## config.mk

```make
export PLATFORM = sky130hd
export DESIGN_NAME = adder
export DESIGN_NICKNAME = d
export VERILOG_FILES = /design/src/rtl/adder.sv
export SDC_FILE = /design/constraint.sdc
export NUM_CORES = 1
export LEC_CHECK = 0
export ABC_AREA = 1
export CORE_AREA = 2 2 39 41
export DETAILED_ROUTE_END_ITERATION = 8
export DIE_AREA = 0 0 41 43
export SYNTH_ARGS = -nofsm -noshare
export SYNTH_HDL_FRONTEND = slang
export SYNTH_SLANG_ARGS = --single-unit
```

## constraint.sdc

```tcl
create_clock -name aclk -period 1.1 [get_ports aclk]
set_input_delay 0.165 -clock aclk [delete_from_list [all_inputs] [get_ports aclk]]
set_output_delay 0.165 -clock aclk [all_outputs]
set_load 0.01 [all_outputs]
```

## src/rtl/adder.sv

```systemverilog
// Synchronous up-counter with configurable step and wrap/saturate overflow.
// The count register drives out directly; there is no input-to-output path.
module adder #(
    parameter int unsigned     WIDTH    = 8,
    parameter longint unsigned STEP     = 1,
    parameter bit              SATURATE = 1'b0
) (
    input  logic             aclk,
    input  logic             arstn,
    input  logic             clr,
    input  logic             inc,
    output logic [WIDTH-1:0] out
);

    localparam logic [WIDTH:0] STEP_W = (WIDTH+1)'(STEP);

    logic [WIDTH-1:0] r_count;
    logic [WIDTH:0]   w_sum;
    logic [WIDTH-1:0] w_next;

    // The extra top bit of the sum is the carry out of the counter.
    assign w_sum = {1'b0, r_count} + STEP_W;

    generate
        if (SATURATE) begin : g_sat
            assign w_next = w_sum[WIDTH] ? {WIDTH{1'b1}} : w_sum[WIDTH-1:0];
        end else begin : g_wrap
            assign w_next = w_sum[WIDTH-1:0];
        end
    endgenerate

    always_ff @(posedge aclk) begin
        if (!arstn) begin
            r_count <= '0;
        end else if (clr) begin
            r_count <= '0;
        end else if (inc) begin
            r_count <= w_next;
        end
    end

    assign out = r_count;

endmodule

```

; Word-level counts from Yosys, hierarchy flattened
; Index checks and enable logic that the tools add are counted.
[word_totals]
reg_bits = 8
inputBits = 4
out_inout_bits = 8
word_cells = 4
[op_classes]
n_addsub = 1
n_bitwise = 1
reduce_logical = 1
[op_table]
columns = cell, n
row1 = 8-bit by 1-bit adder with 8-bit output (second input constant), 1
row2 = 2-bit OR reduction, 1
row3 = 1-bit NOT, 1

; Depth between registers and ports, before layout
[logic_depth]
word_depth = 2
ltp_mapped = 6
mapped_depth_nobuf = 6

; Worst setup path before layout
; Ideal clock, no wire load.
[synth_path]
kind = reg-to-reg
start = reg r_count[0] (netlist: out[0])
end = reg r_count[6] (netlist: out[6])
setup_ns = 0.114
arrival_ns = 0.970
t_required_ns = 0.986
path_slack_ns = 0.017
stages_incl_launch_ff = 7
n_path_buf = 0
period_less_slack_ns = 1.083
path_cell_list = dfxtp_1 > ha_1 > nand3_1 > nor2_1 > nand2_1 > nand2_1 > nor2_1
[synth_between]
elab_chain_cells = 1
[synth_lines]
columns = element, line
row1 = "start, declared", 17  ; logic [WIDTH-1:0] r_count;
row2 = "start signal, assigned", 38  ; r_count <= w_next;
row3 = 8-bit by 1-bit adder with 8-bit output, 22  ; assign w_sum = {1'b0, r_count} + STEP_W;
; Every way passes these cells.
; A chain may end at the register's enable or synchronous reset.

; Final worst setup path
[layout_path]
start = reg r_count[6] (netlist: out[6])
end = out out[6]
[layout_rtl]
columns = element, line
row1 = "end, declared", 12  ; output logic [WIDTH-1:0] out
; No word-level cell between the ends.

==> flow_metrics.py <==
metrics = {
    "layout": {
        "final_cell_mix": "nand2_1, dlygate4sd2_1, a21oi_1",
        "num-nets-final": 77,
        "antenna_cells": 0,
        "layout_commonest_cell": "nand2_1",
        "fill_cells": 155,
        "synthToLayoutAreaGrowth_pct": 58.5,
        "largest_register_ff_count": 8,
        "drive_above_1_share_pct": 25.7,
    },
    "floorplanning": {
        "die_h_um": 43,
        "start_util_pct": 26.1,
        "core_mm2": 0.00138,
        "die_w_um": 41,
        "dieArea_mm2": 0.00176,
        "ios": 12,
        "rows": 14,
    },
    "clocking": {
        "clk_pin_slew_ps": 60,
        "root_buffer": "clkbuf_4",
        "clk-insertion-delay-late_ps": 260,
        "cts_made_buffers": 3,
        "htree_num_levels": 1,
        "cts_tree": "done",
        "cts.sinks": 8,
        "cts_setup_buffers": 0,
        "postCtsHoldBufs": 0,
        "cts_buffer_depth": 2,
    },
    "timing": {
        "finalSetupViolCount": 0,
        "fmax_ghz": 0.960,
        "timing.slew.headroom_pct": 87.4,
        "holdWs_ps": 295,
        "period_share_pct": 94.7,
        "fin_skew_ps": 4.23,
        "worst_pin_slew_ps": 188,
        "finalHoldViolations": 0,
        "maxSlewViolCount": 0,
        "period_needed_ps": 1040,
        "rsz0062_at_grt": "yes",
    },
    "power": {
        "powerDensity_mw_per_mm2": 1000,
        "finalPower_uw": 574,
        "peakVddDrop_uv": 553,
        "p_leak_uw": 0.000271,
    },
    "worst_setup_path": {
        "crit_type": "flip-flop to output pin",
        "reg2reg_slack_ps": 70,
        "cp-end-kind": "output pin",
        "critPathMaxFanout": 3,
        "rr_worst_depth": 6,
        "rr_endpoint": "out[6]",
        "rr_startpoint": "out[0]",
        "cp.arrival_ps": 880,
        "setup.worst_path.start_class": "flip-flop",
        "critical_path_buf_inv_count": 1,
        "critPathSlowestCell": "dfxtp_1",
        "critPathRequiredTime_ps": 940,
        "crit_chain": "dlygate4sd2_1",
        "max_stage_delay_ps": 350,
        "crit_family": "flip-flops",
    },
    "job": {
        "maxCapViolCount": 0,
    },
    "route": {
        "route.detailed.drc": 0,
        "wl_per_cell_um": 8.58,
        "viasPerCell": 4.37,
        "first_pass_iters": 4,
        "route.antenna.remaining_nets": 0,
        "routed_wl_um": 738,
        "via_count": 376,
        "drt_iter0_markers": 10,
    },
    "hold_path": {
        "worstHoldStart": "inc",
        "hold_class": "input port to flip-flop",
        "min_to": "out[2]",
        "hold_depth": 3,
    },
    "placed_design": {
        "place.gp.congestion": 0.700,
        "dp_hpwl_um": 558,
        "numPortBuffers": 11,
    },
    "logic_synthesis": {
        "synth.distinct_cells": 12,
        "avgSynthCellArea_um2": 7.23,
        "synth_top_area_share_pct": 44.3,
        "syn_nets": 55,
        "ys_ff_latch": 8,
        "synthCells": 50,
        "synth_warnings": 0,
        "synth_area_um2": 362,
        "yosysTopAreaCell": "dfxtp_1",
        "yosysSeqAreaShare_pct": 44.3,
        "synth.area.top_cells": "dfxtp_1, nand2_1, a21oi_1",
    },
    "global_route": {
        "globalRouteOverflowTotal": 0,
        "grt_use_met1_pct": 13.3,
        "grt_max_degree": 9,
        "antenna_found_initial": 0,
        "busiest_layer": "met2",
        "grt_pass1_wl_um": 1360,
        "met3_usage_pct": 7.85,
        "track_usage_pct": 11.4,
        "met2_usage_pct": 16.9,
        "first_global_vias": 366,
    },
    "status": {
        "status": "complete, no violations",
    },
}
-- how the worst max path moves through the flow --
stage | start | endpoint | slack (ps) | cells past startpoint
after floorplan | out[0] | out[6] | 20 | 6
after global placement | inc | out[6] | -150 | 6
after detailed placement | inc | out[6] | -160 | 6
after CTS | out[1] | out[6] | 4 | 6
after global routing | out[0] | out[7] | -3 | 7
final | out[6] | out[6] | 60 | 1
-- logic make-up (layout without fill, tap and decap cells) --
kind of cell / after synthesis / after routing / share of synthesized area, %
and+or+nand+nor: 23 / 23 / 29.8
AOI/OAI and AO/OA: 11 / 11 / 15.2
DFF: 8 / 8 / 44.3
buffers and inverters: 7 / 27 / 7.27
adders and majority gates: 1 / 1 / 3.46
-- final cells by class --
| type | instances | area (µm²) | share of cell area (%) |
|---|---|---|---|
| Inverter | 7 | 26.3 | 4.59 |
| Sequential cell | 8 | 163 | 28.4 |
| Timing Repair Buffer | 17 | 151 | 26.4 |
| Clock buffer | 3 | 22.5 | 3.93 |
| Tap cell | 16 | 20.0 | 3.49 |
| Multi-Input combinational cell | 35 | 190 | 33.2 |
-- synthesized netlist by cell type --
library cell and number:
a21oi_1 7, dfxtp_1 8, ha_1 1, inv_1 7, nand2_1 10, nand2_2 1, nand3_1 2, nand3_2 1
nand4_1 1, nor2_1 7, nor2_4 1, o21ai_0 4
-- power by group --
group / internal (µW) / switching [µW]
clock network: 125 / 105
logic: 26.0 / 20.4
registers: 294 / 2.94
-- stage by stage --
stage	setup TNS [ps]	cell area [µm²]	util, %	std cells	setup WS, ps
final	0	573	41.4	86	58.4
after global routing	-4.86	573	41.4	86	-2.83
after CTS	0	549	39.7	86	3.88
after detailed placement	-707	537	38.8	83	-160
after global placement	-588	537	38.8	83	-153
after floorplan	0	362	-	50	16.5
-- what timing repair did --
item                                    CTS  global route
pin swaps                                 0             4
endpoints found under the setup margin    9             2
endpoints found under the hold margin     0             0
gates resized for setup                   8             9
-- per-layer routing --
layer  wire length [µm]  up-vias
li1                   -      203
met1                349      160
met2                328       13
met3                 60        0
met4                  0        0
met5                  0        -
Power figures use the tool's default switching activity.
